--- config.mk ---
export PLATFORM = sky130hd
export DESIGN_NAME = seq_multiplier_core
export DESIGN_NICKNAME = d
export VERILOG_FILES = /design/src/rtl/seq_multiplier_core.sv
export SDC_FILE = /design/constraint.sdc
export NUM_CORES = 1
export LEC_CHECK = 0
export CORE_ASPECT_RATIO = 0.7
export CORE_UTILIZATION = 40
export DETAILED_ROUTE_END_ITERATION = 16
export HOLD_SLACK_MARGIN = 0.1
export SLEW_MARGIN = 10
export SYNTH_ARGS = -nofsm -noshare
export SYNTH_HDL_FRONTEND = slang
export SYNTH_SLANG_ARGS = --single-unit
--- constraint.sdc ---
create_clock -name clk -period 2.46 [get_ports clk]
set_clock_uncertainty 0.05 [all_clocks]
set_input_delay 0.738 -clock clk [delete_from_list [all_inputs] [get_ports clk]]
set_output_delay 0.738 -clock clk [all_outputs]
set_load 0.02 [all_outputs]
--- src/rtl/seq_multiplier_core.sv ---
// Unsigned shift-and-add multiplier: p = a * b over N iterations with a single 2N-bit adder.
// Latency: start accepted at edge k -> p and the done pulse are valid after edge k+N+1.
// Backpressure: none; start is ignored unless idle, with no queueing. One op per N+2 cycles.
module seq_multiplier_core #(
    parameter int N = 4
) (
    input  logic           clk,
    input  logic           resetn,
    input  logic           start,
    input  logic [N-1:0]   a,
    input  logic [N-1:0]   b,
    output logic [2*N-1:0] p,
    output logic           busy,
    output logic           done
);

    localparam int CW = $clog2(N + 1);
    localparam logic [CW-1:0] LAST_ITER = CW'(N - 1);

    typedef enum logic [1:0] {
        IDLE = 2'd0,
        CALC = 2'd1,
        DONE = 2'd2
    } state_t;

    state_t          state;
    state_t          state_nxt;
    logic [2*N-1:0]  mcand;
    logic [2*N-1:0]  acc;
    logic [N-1:0]    mplier;
    logic [CW-1:0]   cnt;
    logic            last_iter;

    assign last_iter = (cnt == LAST_ITER);
    assign busy      = (state == CALC);

    // The reset input is active-high even though it is named resetn.
    always_ff @(posedge clk) begin
        if (resetn) begin
            state <= IDLE;
        end else begin
            state <= state_nxt;
        end
    end

    always_comb begin
        state_nxt = state;
        case (state)
            IDLE:    if (start) state_nxt = CALC;
            CALC:    if (last_iter) state_nxt = DONE;
            DONE:    state_nxt = IDLE;
            default: state_nxt = IDLE;
        endcase
    end

    // p only changes on completion, so it holds the last result across new starts.
    always_ff @(posedge clk) begin
        if (resetn) begin
            mcand  <= '0;
            acc    <= '0;
            mplier <= '0;
            cnt    <= '0;
            p      <= '0;
            done   <= 1'b0;
        end else begin
            done <= 1'b0;
            case (state)
                IDLE: begin
                    if (start) begin
                        mcand  <= {{N{1'b0}}, a};
                        mplier <= b;
                        acc    <= '0;
                        cnt    <= '0;
                    end
                end
                CALC: begin
                    if (mplier[0]) begin
                        acc <= acc + mcand;
                    end
                    mcand  <= mcand << 1;
                    mplier <= mplier >> 1;
                    cnt    <= cnt + 1'b1;
                end
                DONE: begin
                    p    <= acc;
                    done <= 1'b1;
                end
                default: ;
            endcase
        end
    end

endmodule

==> impl_metrics.env <==
export IMPL_first_pass_grt_wire_length_mm=6.05
export IMPL_sum_of_internal_switching_and_leakage_power_mw=1.35
export IMPL_synth_top_family_by_area="simple AND/OR/NAND/NOR gates"
export IMPL_setup_slack_ns=0.245
export IMPL_maxSlewViolCount=0
export IMPL_outcome="completed"
export IMPL_synth_area_leader_cell="sky130_fd_sc_hd__dfxtp_1"
export IMPL_synth_top_cell_area_share=0.407
export IMPL_routed_wirelength_mm=3.51
export IMPL_synth_enable_flop_cells=0
export IMPL_slew_at_the_pin_with_the_worst_max_slew_slack_ns=0.545
export IMPL_yosysUniqueCellTypes=35
export IMPL_synth_main_ff_cell="sky130_fd_sc_hd__dfxtp_1"
export IMPL_synth_ff_latch_count=34
export IMPL_comb_power_share=0.106
export IMPL_die_height_um=56.1
export IMPL_hold_path_cell_count=2
export IMPL_power_share_switching=0.228
export IMPL_period_minus_slack_ns=2.22
export IMPL_count_of_inserted_antenna_diode_cells=0
export IMPL_pre_cts_ws_ns=0.335
export IMPL_cts_tree="yes"
export IMPL_sort_of_element_at_the_start_of_the_critical_path="flop"
export IMPL_die_area_um2=4450
export IMPL_floorplan_die_width_um=79.3
export IMPL_post_synth_fa_ha_maj_area_fraction=0.0793
export IMPL_cts_hold_fix_buffers=0
export IMPL_gpl_final_weighted_congestion=0.850
export IMPL_postCtsSetupRepairBufs=0
export IMPL_vdd_ir_drop_worst_v=0.000478
export IMPL_clockPowerShare=0.459
export IMPL_max_cap_violations=0
export IMPL_clock_tree_buffer_depth=2
export IMPL_design_final_nets=255
export IMPL_pin_count=21
export IMPL_hold_viol=0
export IMPL_final_area_um2=2070
export IMPL_synth_fp_nets=232
export IMPL_root_buffer="sky130_fd_sc_hd__clkbuf_8"
export IMPL_critPathKind="flop to output pin"
export IMPL_netSwitchingPower_mw=0.307
export IMPL_synth_area_per_cell_um2=7.92
export IMPL_min_delay_worst_endpoint="p[5]"
export IMPL_cells_after_dpl=279
export IMPL_critical_path_required_ns=1.67
export IMPL_layout_drive_gt1_share=0.0851
export IMPL_worst_setup_hold_path_clk_slew_ns=0.07
export IMPL_crit_chain="nand2b_4, inv_1, clkdlybuf4s50_1"
export IMPL_async_set_or_reset_flop_fraction_in_the_synthesized_netlist=0
export IMPL_synth_simple_gate_area_share=0.256
export IMPL_core_region_area_um2=3970
export IMPL_p_seq_frac=0.434
export IMPL_areaGrowthSynthToFinish_pct=23.8
export IMPL_critical_path_slowest_cell="sky130_fd_sc_hd__clkdlybuf4s50_1"
export IMPL_cp_arrival_ns=1.43
export IMPL_synthMostInstantiatedCell="sky130_fd_sc_hd__nor2_1"
export IMPL_cell_internal_pwr_mw=1.04
export IMPL_clock_latency_at_the_later_pin_of_the_worst_skew_pair_ns=0.29
export IMPL_detail_route_wl_per_cell_um=12.2
export IMPL_grt_use_total=0.179
export IMPL_timing_critical_path_to_type="output pin"
export IMPL_power_density_nw_per_um2=650
export IMPL_ys_top_cells_by_area="sky130_fd_sc_hd__dfxtp_1 (41%), sky130_fd_sc_hd__nor2_1 (8.5%), sky130_fd_sc_hd__a21oi_1 (8.4%)"
export IMPL_crit_reg2reg_launch="mcand[0]"
export IMPL_final_setup_tns_ns=0
export IMPL_synth_compound_area_frac=0.183
export IMPL_reg2reg_to="acc[6]"
export IMPL_worst_r2r_cell_count=7
export IMPL_synth_cells_most_frequent="sky130_fd_sc_hd__nor2_1 (38), sky130_fd_sc_hd__dfxtp_1 (34), sky130_fd_sc_hd__a21oi_1 (28)"
export IMPL_hold_class="flop to flop"
export IMPL_synth_cells=211
export IMPL_synth_area_mux_share=0
export IMPL_reg2reg_slack_ns=0.53
export IMPL_power_leakage_nw=0.805
export IMPL_floorplan_initialDensity=0.421
export IMPL_clock_tree_htree_level_count=2
export IMPL_post_dp_cell_area_um2=1930
export IMPL_firstDrtPassIters=4
export IMPL_remaining_drc_errors=0
export IMPL_synth_seq_area_share=0.407
export IMPL_grt_max_degree=21
export IMPL_number_of_vias_after_detailed_routing=1423
export IMPL_ctsResizeCount=0
export IMPL_drt_iter0_drc=67
export IMPL_numPortBuffers=20
export IMPL_antenna_found_initial=0
export IMPL_maxClockFrequency_mhz=451
export IMPL_total_clock_buffers_created_by_cts=5
export IMPL_yosysWarningCount=0
export IMPL_finalNonFillerCells=287
export IMPL_postRouteAntennaNets=0
export IMPL_layout_core_utilization=0.521
export IMPL_first_global_vias=1277
export IMPL_layout_worst_path_cycle_share=0.901
export IMPL_routed_via_density=4.96
export IMPL_synthXorXnorAreaFrac=0.0262
export IMPL_dpl_hpwl_mm=2.51
export IMPL_row_count=19
export IMPL_residual_overflow_from_global_routing=0
export IMPL_critPathMaxStageDelay_ns=0.60
export IMPL_finalHoldWorstSlack_ns=0.406
export IMPL_setup_viol=0
export IMPL_relSlewSlack=0.636
export IMPL_post_synth_instance_area_um2=1670
export IMPL_crit_path_max_fanout=4
export IMPL_rsz0062_at_grt="no"
export IMPL_numClockSinks=34
export IMPL_hold_path_startpoint="p[5]"
routing by layer:
metal	vias up	track usage	share of wire
met3	5	0.0492	0.041
met2	23	0.234	0.37
met4	0	0.0623	0.0083
li1	761	-	-
met5	-	0	0
met1	634	0.275	0.58
how the worst max path moves through the flow:
stage | startpoint | endpoint | slack (ns) | cells past startpoint
global placement | start | acc[7] | 0.40 | 6
detailed placement | start | acc[7] | 0.34 | 6
floorplan | mcand[0] | acc[6] | 0.77 | 7
global route | state[1] | busy | 0.17 | 3
finish | state[1] | busy | 0.24 | 3
CTS | state[1] | busy | 0.22 | 3
logic make-up (layout without fill, tap and decap cells):
logic type | Yosys count | in the layout
simple gates | 93 | 93
compound gates | 53 | 53
flops | 34 | 34
buf+inv | 16 | 40
fa+ha+maj | 10 | 10
xor+xnor | 5 | 5
final cells by class:
class / instances / area, µm²
tap: 52 / 65.1
multi-input combinational: 161 / 911
clock inverter: 3 / 68.8
sequential: 34 / 681
clock buffer: 5 / 68.8
fill: 387 / 1900
inverter: 4 / 15.0
timing repair buffer: 28 / 260
power by group through the flow:
| stage | Sequential [mW] | Clock (mW) | Combinational, mW |
|---|---|---|---|
| 2_1_floorplan | 0.593 | 0 | 0.100 |
| 3_3_place_gp | 0.598 | 0 | 0.142 |
| 3_5_place_dp | 0.597 | 0 | 0.142 |
| 4_1_cts | 0.585 | 0.635 | 0.143 |
| 5_1_grt | 0.588 | 0.664 | 0.161 |
| 6_report | 0.585 | 0.618 | 0.143 |
state kept, by name, summed over array words and instances (netlist names):
register / flops
mcand: 8
state: 2
acc: 8
cnt: 3
p: 8
done: 1
mplier: 4
worst max-delay path, delay by kind of cell, from the launching register on:
family        cells  cell delay, ns
buf+inv           2            0.67
flops             1            0.31
simple gates      1            0.16
placed cells by master, fill, tap and decap left out:
| master | n |
|---|---|
| sky130_fd_sc_hd__o22ai_1 | 1 |
| sky130_fd_sc_hd__buf_4 | 8 |
| sky130_fd_sc_hd__clkbuf_8 | 5 |
| sky130_fd_sc_hd__o21a_1 | 1 |
| sky130_fd_sc_hd__clkinv_4 | 1 |
| sky130_fd_sc_hd__inv_1 | 4 |
| sky130_fd_sc_hd__a211oi_2 | 1 |
| sky130_fd_sc_hd__a22oi_1 | 5 |
| sky130_fd_sc_hd__nand4_1 | 1 |
| sky130_fd_sc_hd__nor3b_1 | 1 |
| sky130_fd_sc_hd__nand2_2 | 1 |
| sky130_fd_sc_hd__nor2_1 | 38 |
| sky130_fd_sc_hd__a31oi_1 | 1 |
| sky130_fd_sc_hd__nand3b_1 | 1 |
| sky130_fd_sc_hd__bufinv_16 | 2 |
| sky130_fd_sc_hd__or2_1 | 1 |
| sky130_fd_sc_hd__xor2_1 | 2 |
| sky130_fd_sc_hd__nor2b_1 | 10 |
| sky130_fd_sc_hd__nand2b_4 | 1 |
| sky130_fd_sc_hd__clkdlybuf4s50_1 | 20 |
| sky130_fd_sc_hd__o21ai_0 | 8 |
| sky130_fd_sc_hd__a21o_1 | 2 |
| sky130_fd_sc_hd__fa_1 | 1 |
| sky130_fd_sc_hd__o2111ai_1 | 1 |
| sky130_fd_sc_hd__nand2b_1 | 3 |
| sky130_fd_sc_hd__nor3_1 | 8 |
| sky130_fd_sc_hd__a21oi_1 | 28 |
| sky130_fd_sc_hd__o21ai_1 | 2 |
| sky130_fd_sc_hd__dfxtp_1 | 34 |
| sky130_fd_sc_hd__ha_1 | 9 |
| sky130_fd_sc_hd__nor3_2 | 1 |
| sky130_fd_sc_hd__a211oi_1 | 3 |
| sky130_fd_sc_hd__xnor2_1 | 3 |
| sky130_fd_sc_hd__nand3_1 | 4 |
| sky130_fd_sc_hd__nand2_1 | 23 |
Power figures use the tool's default switching activity.
